<file path="config.mk">
export PLATFORM = sky130hd
export DESIGN_NAME = video_timing_detector
export DESIGN_NICKNAME = d
export VERILOG_FILES = /design/src/rtl/video_timing_detector.sv
export SDC_FILE = /design/constraint.sdc
export NUM_CORES = 1
export LEC_CHECK = 0
export BUFFER_PORTS_ARGS = -buffer_cell sky130_fd_sc_hd__buf_4
export CAP_MARGIN = 40
export CORE_ASPECT_RATIO = 0.8
export CORE_MARGIN = 3
export CORE_UTILIZATION = 35
export DETAILED_ROUTE_END_ITERATION = 7
export SLEW_MARGIN = 20
export SYNTH_ARGS = -nofsm -noshare
export SYNTH_HDL_FRONTEND = slang
export SYNTH_SLANG_ARGS = --single-unit
</file>
<file path="constraint.sdc">
create_clock -name iClk -period 3.2 [get_ports iClk]
set_clock_uncertainty 0.1 [all_clocks]
set_input_delay 0.64 -clock iClk [delete_from_list [all_inputs] [get_ports iClk]]
set_output_delay 0.64 -clock iClk [all_outputs]
set_load 0.1 [all_outputs]
</file>
<file path="src/rtl/video_timing_detector.sv">
// rtl/video_timing_detector.sv - measures DE/HS/VS raster geometry, recovers pixel coordinates, declares lock
module video_timing_detector #(
    parameter int LOCK_FRAMES = 2,
    parameter int TIMEOUT     = 4095
) (
    input  logic        iClk,
    input  logic        iRst_n,
    input  logic        iDE,
    input  logic        iHS,
    input  logic        iVS,
    output logic        oDE,
    output logic        oHS,
    output logic        oVS,
    output logic [11:0] oX,
    output logic [10:0] oY,
    output logic [11:0] oHTotal,
    output logic [11:0] oHActive,
    output logic [10:0] oVTotal,
    output logic [10:0] oVActive,
    output logic        oLocked,
    output logic        oFrameStart,
    output logic        oErr
);

    localparam int TW = $clog2(TIMEOUT + 1) + 1;

    typedef enum logic [1:0] {IDLE, ACQUIRE, LOCKED} state_t;

    function automatic logic [11:0] inc12(input logic [11:0] v);
        inc12 = (&v) ? v : v + 12'd1;
    endfunction

    function automatic logic [10:0] inc11(input logic [10:0] v);
        inc11 = (&v) ? v : v + 11'd1;
    endfunction

    logic          r_de1, r_hs1, r_vs1, r_de2, r_hs2, r_vs2, r_arm;
    logic [11:0]   r_hcnt, r_hline, r_decnt, r_deline, r_x;
    logic [10:0]   r_linecnt, r_actcnt, r_y;
    logic [TW-1:0] r_to;
    logic [11:0]   r_m_ht, r_m_ha;
    logic [10:0]   r_m_vt, r_m_va;
    logic [7:0]    r_mcnt;
    state_t        r_state;
    logic          r_fs, r_err;

    logic          w_hs_fall, w_vs_fall, w_de_rise, w_de_fall, w_timeout, w_match;
    logic [11:0]   w_f_ht, w_f_ha;
    logic [10:0]   w_f_vt, w_f_va;
    state_t        w_state_n;
    logic [7:0]    w_mcnt_n;
    logic          w_update, w_err;

    // r_arm masks the first compare after reset, where stage 2 still holds the reset value
    always_ff @(posedge iClk or negedge iRst_n) begin
        if (!iRst_n) begin
            r_de1 <= 1'b0; r_hs1 <= 1'b1; r_vs1 <= 1'b1;
            r_de2 <= 1'b0; r_hs2 <= 1'b1; r_vs2 <= 1'b1;
            r_arm <= 1'b0;
        end else begin
            r_de1 <= iDE;   r_hs1 <= iHS;   r_vs1 <= iVS;
            r_de2 <= r_de1; r_hs2 <= r_hs1; r_vs2 <= r_vs1;
            r_arm <= 1'b1;
        end
    end

    assign w_hs_fall = r_arm &  r_hs2 & ~r_hs1;
    assign w_vs_fall = r_arm &  r_vs2 & ~r_vs1;
    assign w_de_rise = r_arm & ~r_de2 &  r_de1;
    assign w_de_fall = r_arm &  r_de2 & ~r_de1;

    // Frame totals include an HS/DE fall that coincides with the closing VS fall
    assign w_f_ht = w_hs_fall ? r_hcnt : r_hline;
    assign w_f_ha = w_de_fall ? r_decnt : r_deline;
    assign w_f_vt = w_hs_fall ? inc11(r_linecnt) : r_linecnt;
    assign w_f_va = w_de_fall ? inc11(r_actcnt) : r_actcnt;
    assign w_match = (w_f_ht == r_m_ht) && (w_f_ha == r_m_ha) &&
                     (w_f_vt == r_m_vt) && (w_f_va == r_m_va);
    assign w_timeout = !w_hs_fall && (r_to == TW'(TIMEOUT - 1));

    always_ff @(posedge iClk or negedge iRst_n) begin
        if (!iRst_n) begin
            r_hcnt    <= '0; r_hline  <= '0;
            r_decnt   <= '0; r_deline <= '0;
            r_linecnt <= '0; r_actcnt <= '0;
            r_x       <= '0; r_y      <= '0;
            r_to      <= '0;
        end else begin
            r_hcnt <= w_hs_fall ? 12'd1 : inc12(r_hcnt);
            if (w_hs_fall) r_hline <= r_hcnt;
            if (w_de_rise)  r_decnt <= 12'd1;
            else if (r_de1) r_decnt <= inc12(r_decnt);
            if (w_de_fall) r_deline <= r_decnt;
            if (w_vs_fall)      r_linecnt <= '0;
            else if (w_hs_fall) r_linecnt <= inc11(r_linecnt);
            if (w_vs_fall)      r_actcnt <= '0;
            else if (w_de_fall) r_actcnt <= inc11(r_actcnt);
            if (w_de_rise)  r_x <= '0;
            else if (r_de1) r_x <= r_x + 12'd1;
            if (w_vs_fall)      r_y <= '0;
            else if (w_de_fall) r_y <= r_y + 11'd1;
            if (w_hs_fall)                   r_to <= '0;
            else if (r_to != TW'(TIMEOUT))   r_to <= r_to + 1'b1;
        end
    end

    // The stored set always equals the last closed frame, so it also drives the measurement outputs
    always_comb begin
        w_state_n = r_state;
        w_mcnt_n  = r_mcnt;
        w_update  = 1'b0;
        w_err     = 1'b0;
        if (w_timeout) begin
            w_state_n = IDLE;
            w_mcnt_n  = '0;
            w_err     = (r_state == LOCKED);
        end else if (w_vs_fall) begin
            case (r_state)
                IDLE: begin
                    w_state_n = ACQUIRE;
                    w_mcnt_n  = '0;
                end
                ACQUIRE: begin
                    w_update = 1'b1;
                    w_mcnt_n = w_match ? ((&r_mcnt) ? r_mcnt : r_mcnt + 8'd1) : 8'd1;
                    if (int'(w_mcnt_n) >= LOCK_FRAMES) w_state_n = LOCKED;
                end
                LOCKED: begin
                    w_update = 1'b1;
                    if (!w_match) begin
                        w_err     = 1'b1;
                        w_mcnt_n  = 8'd1;
                        w_state_n = ACQUIRE;
                    end
                end
                default: w_state_n = IDLE;
            endcase
        end
    end

    always_ff @(posedge iClk or negedge iRst_n) begin
        if (!iRst_n) begin
            r_state <= IDLE;
            r_mcnt  <= '0;
            r_m_ht  <= '0; r_m_ha <= '0; r_m_vt <= '0; r_m_va <= '0;
            r_fs    <= 1'b0;
            r_err   <= 1'b0;
        end else begin
            r_state <= w_state_n;
            r_mcnt  <= w_mcnt_n;
            if (w_update) begin
                r_m_ht <= w_f_ht; r_m_ha <= w_f_ha;
                r_m_vt <= w_f_vt; r_m_va <= w_f_va;
            end
            r_fs  <= w_vs_fall;
            r_err <= w_err;
        end
    end

    always_ff @(posedge iClk or negedge iRst_n) begin
        if (!iRst_n) begin
            oDE <= 1'b0; oHS <= 1'b1; oVS <= 1'b1;
            oX  <= '0;   oY  <= '0;
            oHTotal <= '0; oHActive <= '0; oVTotal <= '0; oVActive <= '0;
            oLocked <= 1'b0; oFrameStart <= 1'b0; oErr <= 1'b0;
        end else begin
            oDE <= r_de2; oHS <= r_hs2; oVS <= r_vs2;
            oX  <= r_x;   oY  <= r_y;
            oHTotal <= r_m_ht; oHActive <= r_m_ha; oVTotal <= r_m_vt; oVActive <= r_m_va;
            oLocked     <= (r_state == LOCKED);
            oFrameStart <= r_fs;
            oErr        <= r_err;
        end
    end

endmodule

</file>
==> results by group, run 1 <==
Status
  • Run status: finished with violations
  • Failing checks: hold timing, setup timing

Timing
  • Max Fclk: 305 MHz
  • Final hold slack: -7.51 ps
  • Max Slew Vio Count: 0
  • Post-layout minimum cycle time: 3280 ps
  • Worst setup margin: -83.1 ps
  • Unrepaired setup endpoints after global routing: yes
  • Setup TNS: -506 ps
  • Post-route clock period utilization: 103%
  • Worst-margin pin slew: 609 ps
  • Final setup vio count: 11
  • Worst relative slew slack: 59.4%
  • Final Hold Fails: 1

Clocking
  • H-tree depth: 1
  • Clock tree sinks: 246
  • Worst-path clk slew: 60 ps
  • CTS Root Buffer Type: clkbuf_16
  • Clk buf depth: 3
  • Clock Latency Late Sink: 520 ps
  • TritonCTS clock tree: built
  • CTS Buf Count: 25
  • Hold buffers post-CTS: 0

Global route
  • Met2 Usage GRT: 23.4%
  • Number of global-route vias before repair: 7870
  • Pin count of the biggest net entering global routing: 76
  • Initial antenna violation count: 0
  • GR Util All Layers: 16.2%
  • Met1 track demand over resource: 25.9%
  • First-pass GRT wire length: 43.3 mm
  • Grt met3 use: 2.34%
  • GR Overflow Total: 0
  • GRT busiest layer: met1

Drt
  • Pre-Repair DR Iteration Count: 5
  • Routed vias/inst: 4.95
  • WL per Instance: 16.0 um
  • ANT nets after route: 0
  • DRC: 0
  • First DRT Iteration DRCs: 478
  • Vias: 8112
  • Routed WL: 26.3 mm

Final layout
  • Layout area overhead: 29.1%
  • Fillcell total: 2732
  • Ant diodes: 0
  • Reg area: 0.00616 sq mm
  • Area occupied by multi-input gates: 0.00438 sq mm
  • Layout cells sized above 1: 25.7%
  • NumNets Final: 1232
  • Non-Filler Instances: 1638

Logic synthesis
  • Count leader, synth: dfrtp_1
  • Mapped Nets: 1023
  • Post-Syn Instances: 1005
  • Synth warn: 0
  • Unique masters post-synth: 75
  • Top cells by area, synth: dfrtp_1, nand2_1, xor2_1
  • Syn_area_per_cell: 10.6 sq um
  • EDFF count, synth: 0
  • Area leader, netlist: dfrtp_1
  • Top-area cell type share of the netlist area: 56.3%
  • Top FF cell, synth: dfrtp_1
  • Top post-synthesis cells by count: dfrtp_1, nand2_1, nor2_1, o21ai_0, inv_1
  • Async S/R FF share, synth: 100%
  • Sequential element share of the synthesized area: 57.7%
  • Netlist Area Pre-Place: 0.0107 sq mm
  • Yosys reg bits: 246

Job
  • Max-cap violations: 0

Critical path
  • Crit path arrival time: 3640 ps
  • Family with the most delay on the worst path: simple AND/OR/NAND/NOR gates
  • Slowest-stage cell, CP: dfstp_2
  • Cell Chain, Critical Path: nand3b_4, mux2i_4, xnor2_1, a2111o_1, or4_4, nor4_4, buf_4, and4_4, buf_4, nand3_4, a31oi_1, o22a_1
  • Crit path max fanout: 8
  • WP buf/inv: 2
  • Reg2Reg Setup Slack: -80 ps
  • Critical path startpoint category: flip-flop
  • CP peak stage delay: 530 ps
  • Crit end category: flip-flop
  • Cell mode on critical path: buf_4
  • Crit Path Category: reg2reg
  • Worst EP required: 3560 ps

Floorplan
  • # rows: 56
  • Total core area: 0.0296 sq mm
  • Die width: 201 um
  • Die Area: 0.0326 sq mm
  • # IOs: 80
  • Initial Utilization: 36.0%
  • Die Y: 162 um

Placement
  • Final Wtd Congestion: 0.861
  • DP HPWL: 18.6 mm
  • Placed Instances: 1588
  • IO buf count: 79

Power
  • Pwr per Cell Area: 712 mW/mm^2
  • VDD IR-drop max: 0.450 mV
  • Leakage: 0.00671 uW
  • Design Power: 9820 uW

Min path
  • HP Class: in2async
==> state kept, by name, summed over array words and instances, names as in the netlist, 2 cells and up <==
register and cells:
oHActive 12, oHTotal 12, oVActive 11, oVTotal 11, oX 12, oY 11
r_actcnt 11, r_decnt 12, r_deline 12, r_hcnt 12, r_hline 12, r_linecnt 11
r_m_ha 12, r_m_ht 12, r_m_va 11, r_m_vt 11, r_mcnt 8, r_state 2
r_to 13, r_x 12, r_y 11
==> repair_timing <==
action                     4_1_cts  5_1_grt
setup endpoints to repair       11       11
buffers inserted                 1        4
pin swaps                        6        5
gates resized for setup         14       22
==> final timing paths <==
kind | to | cells after the start | startpoint
worst min register to register | oErr | 0 | r_err
worst max-delay path | r_mcnt[4] | 12 | r_hs1
max in group asynchronous | r_arm | 2 | iRst_n
worst min-delay path | oX[11] | 1 | iRst_n
worst max register to register | r_mcnt[4] | 12 | r_hs1
min in group iClk | r_vs1 | 1 | iVS
==> power by group <==
group | total (uW) | leakage, uW | switching (uW) | internal (uW)
Combinational | 2960 | 0.00299 | 1980 | 980
Clock | 2960 | 0.000408 | 1200 | 1750
Sequential | 3900 | 0.00331 | 356 | 3540
==> cell families after synthesis <==
family                   count (synthesis)  synth area share [%]
AND/OR/NAND/NOR                        368                  17.0
buffers and inverters                   87                  3.21
XOR/XNOR                                76                  6.24
adder cells (fa/ha/maj)                 13                  1.52
flip-flops                             246                  57.7
AO/OA/AOI/OAI                          181                  11.0
multiplexers                            33                  3.29
other                                    1                0.0351
==> per-layer routing <==
layer	up-vias	share of wire, %	routed length (um)
li1	3920	-	-
met1	3997	52	13500
met2	166	42	11000
met3	29	4.9	1290
met4	0	1.6	429
met5	-	0	0
==> area by class of cell <==
type	count	share of cell area, %
inverters	54	1.47
clock inverters	10	0.962
well taps	406	3.69
clock buffers	35	5.03
flip-flops and latches	246	44.7
repair buffers	215	12.4
multi-input cells	672	31.8
==> stage by stage <==
| step | hold WS, ps | worst slack, ps | utilization (%) | area (sq um) |
|---|---|---|---|---|
| floorplan | 231 | -4.35 | - | 10700 |
| global placement | 235 | -235 | 42.9 | 12700 |
| detailed placement | 237 | -244 | 42.9 | 12700 |
| CTS | 10.5 | -46.5 | 46.0 | 13600 |
| global route | 45.0 | -259 | 46.5 | 13800 |
| finish | -7.51 | -83.1 | 46.5 | 13800 |
==> layout by cell type (no fill, tap or decap), drive strengths merged, types with 25 or more instances in the layout <==
cell type / netlist / routed
a21oi: 26 / 26
buf: 6 / 215
clkbuf: 27 / 35
dfrtp: 240 / 240
inv: 53 / 53
nand2: 108 / 108
nand3: 31 / 31
nand4: 25 / 25
nor2: 103 / 103
o21ai: 72 / 72
xnor2: 30 / 30
xor2: 46 / 46
Power figures use the tool's default switching activity.
==> inputs of run 2 (changes only) <==
--- a/config.mk
+++ b/config.mk
@@ -9,8 +9,9 @@
 export CAP_MARGIN = 40
 export CORE_ASPECT_RATIO = 0.8
 export CORE_MARGIN = 3
-export CORE_UTILIZATION = 35
+export CORE_UTILIZATION = 54
 export DETAILED_ROUTE_END_ITERATION = 7
+export PLACE_DENSITY = 0.76
 export SLEW_MARGIN = 20
 export SYNTH_ARGS = -nofsm -noshare
 export SYNTH_HDL_FRONTEND = slang
==> results by group, run 2 (same netlist as run 1, synthesis figures left out) <==
Status
  • Run status: finished with violations
  • Failing checks: setup timing

Clocking
  • Clock Latency Late Sink: 520 ps (about the same)
  • Clock tree sinks: 246 (unchanged)
  • CTS Buf Count: 23 (-8.0%)
  • TritonCTS clock tree: built
  • Worst-path clk slew: 60 ps (about the same)
  • H-tree depth: 1 (unchanged)
  • CTS Root Buffer Type: clkbuf_16
  • Clk buf depth: 3 (unchanged)

Drt
  • Vias: 8423 (+3.8%)
  • ANT nets after route: 0 (unchanged)
  • First DRT Iteration DRCs: 865 (+81%)
  • Uppermost routed layer: met4
  • Routed vias/inst: 5.71 (+15%)
  • Routed WL: 26.0 mm (-1.1%)
  • Pre-Repair DR Iteration Count: 5 (unchanged)
  • DRC: 0 (unchanged)
  • WL met3: 1.99 mm (+55%)
  • Metal2 WL: 11.7 mm (+6.1%)
  • WL per Instance: 17.6 um (+9.8%)
  • WL met1: 11.7 mm (-13%)

Timing
  • Post-layout minimum cycle time: 3310 ps (+22.3 ps)
  • Final Hold Fails: 0 (-1)
  • Final setup vio count: 11 (unchanged)
  • Worst setup margin: -105 ps (-22.3 ps)
  • Max Slew Vio Count: 0 (unchanged)
  • Worst-margin pin slew: 611 ps (+2.85 ps)
  • Worst relative slew slack: 59.2% (-0.19 points)
  • Max Fclk: 303 MHz (-0.67%)
  • Unrepaired setup endpoints after global routing: yes
  • Post-route clock period utilization: 103% (+0.70 points)

Floorplan
  • Total core area: 0.0192 sq mm (-35%)
  • Initial Utilization: 55.6% (+20 points)
  • Die Area: 0.0215 sq mm (-34%)
  • Die width: 163 um (-19%)
  • # rows: 45 (-20%)
  • Die Y: 132 um (-19%)
  • # IOs: 80 (unchanged)

Critical path
  • Critical path startpoint category: flip-flop
  • CP peak stage delay: 530 ps (about the same)
  • Crit path max fanout: 8 (unchanged)
  • Cell Chain, Critical Path: nand3b_4, mux2i_2, xnor2_1, a2111o_1, or4_4, nor4_4, buf_4, and4_4, nand3_2, a41oi_2, o22a_1
  • Worst EP required: 3550 ps (about the same)
  • Crit Path Category: reg2reg
  • Slowest-stage cell, CP: dfstp_2
  • Crit end category: flip-flop
  • Crit path arrival time: 3660 ps (+20 ps)

Placement
  • Final Wtd Congestion: 0.938 (+8.9%)
  • DP HPWL: 17.8 mm (-4.8%)
  • Post-Place Worst Slack: -257 ps (-12.3 ps)
  • IO buf count: 79 (unchanged)

Min path
  • HP Class: in2async

Global route
  • Pin count of the biggest net entering global routing: 75 (-1.3%)
  • Initial antenna violation count: 0 (unchanged)
  • Number of global-route vias before repair: 8124 (+3.2%)
  • First-pass GRT wire length: 42.1 mm (-2.9%)
  • GR Overflow Total: 0 (unchanged)
  • GR Util All Layers: 24.0% (+7.8 points)

Final layout
  • Fillcell total: 1364 (-50%)
  • Area occupied by multi-input gates: 0.00430 sq mm (-1.8%)
  • Reg area: 0.00616 sq mm (unchanged)
  • Largest Register: r_to
  • Commonest cells after routing, fill and taps aside: dfrtp_1, buf_4, nand2_1, nor2_1, o21ai_0
  • Most common cell after layout, fill and taps aside: dfrtp_1
  • Layout area overhead: 24.7%
  • Layout cells sized above 1: 24.5% (-1.3 points)
  • Final core occ: 69.3% (+23 points)
  • Ant diodes: 0 (unchanged)
  • Max reg flops: 13 (unchanged)
  • NumNets Final: 1223 (-0.73%)

Power
  • Pwr per Cell Area: 708 mW/mm^2 (-0.58%)
  • VDD IR-drop max: 0.615 mV (+37%)
  • Leakage: 0.00657 uW (-2.1%)

Job
  • Max-cap violations: 0 (unchanged)
-- run 2: changes by cell type in the layout (fill, tap and decap cells not counted), moves of 3 or more --
cell | previous run | this run
buf_4 | 207 | 200
buf_6 | 0 | 4
buf_12 | 6 | 3
bufinv_16 | 3 | 0
clkbuf_8 | 3 | 6
clkinv_2 | 5 | 2
-- run 2: per-stage QoR --
step / total power [uW] / setup TNS [ps] / hold WS [ps] / instance area [sq um] / std cells
floorplan: 5810 / -8.69 / 231 / 10700 / 1005
global placement: 6720 / -756 / 232 / 12400 / 1432
detailed placement: 6780 / -1880 / 248 / 12400 / 1432
CTS: 9430 / -168 / 17.8 / 13200 / 1476
global route: 9820 / -2120 / 53.1 / 13300 / 1476
finish: 9430 / -660 / 2.39 / 13300 / 1476
-- run 2: critical path: cells and delay by family, from the launching register on --
family / cells / cell delay, ps
AND/OR/NAND/NOR: 5 / 1290
AO/OA/AOI/OAI: 3 / 810
flip-flops: 1 / 530
multiplexers: 1 / 270
buffers and inverters: 1 / 170
XOR/XNOR: 1 / 90
-- run 2: routing by layer --
metal | vias up | global-route usage [%]
met5 | - | 0
met4 | 0 | 5.07
met3 | 64 | 4.62
met2 | 329 | 35.7
met1 | 4136 | 36.9
li1 | 3894 | -
-- run 2: what timing repair did --
action                                  CTS  global route
pin swaps                                 6             4
resized for setup                        16            10
hold buffers                              0             0
endpoints found under the setup margin   11            11
buffers inserted                          6             0
-- run 2: area by class of cell --
class                           count  area share (%)
Multi-Input combinational cell    672            32.3
Timing Repair Buffer              208            12.2
Clock inverter                      4           0.197
Clock buffer                       34            5.09
Inverter                           54            1.52
Sequential cell                   246            46.3
Tap cell                          258            2.43
-- run 2: worst paths after layout --
kind	from	cells after the start	slack, ps	end
hold / removal	iRst_n	1	2	r_linecnt[3]
max in group asynchronous	iRst_n	2	2180	r_m_ha[11]
setup reg to reg	r_hs1	11	-110	r_mcnt[7]
setup / recovery	r_hs1	11	-110	r_mcnt[7]
hold reg to reg	r_err	0	250	oErr
min in group iClk	iVS	1	130	r_vs1
-- run 2: power by group --
part           switching, uW  total, uW  internal [uW]  leakage [uW]
combinational           1970       2920            948       0.00291
clock                   1140       2590           1460      0.000345
sequential               378       3920           3540       0.00331
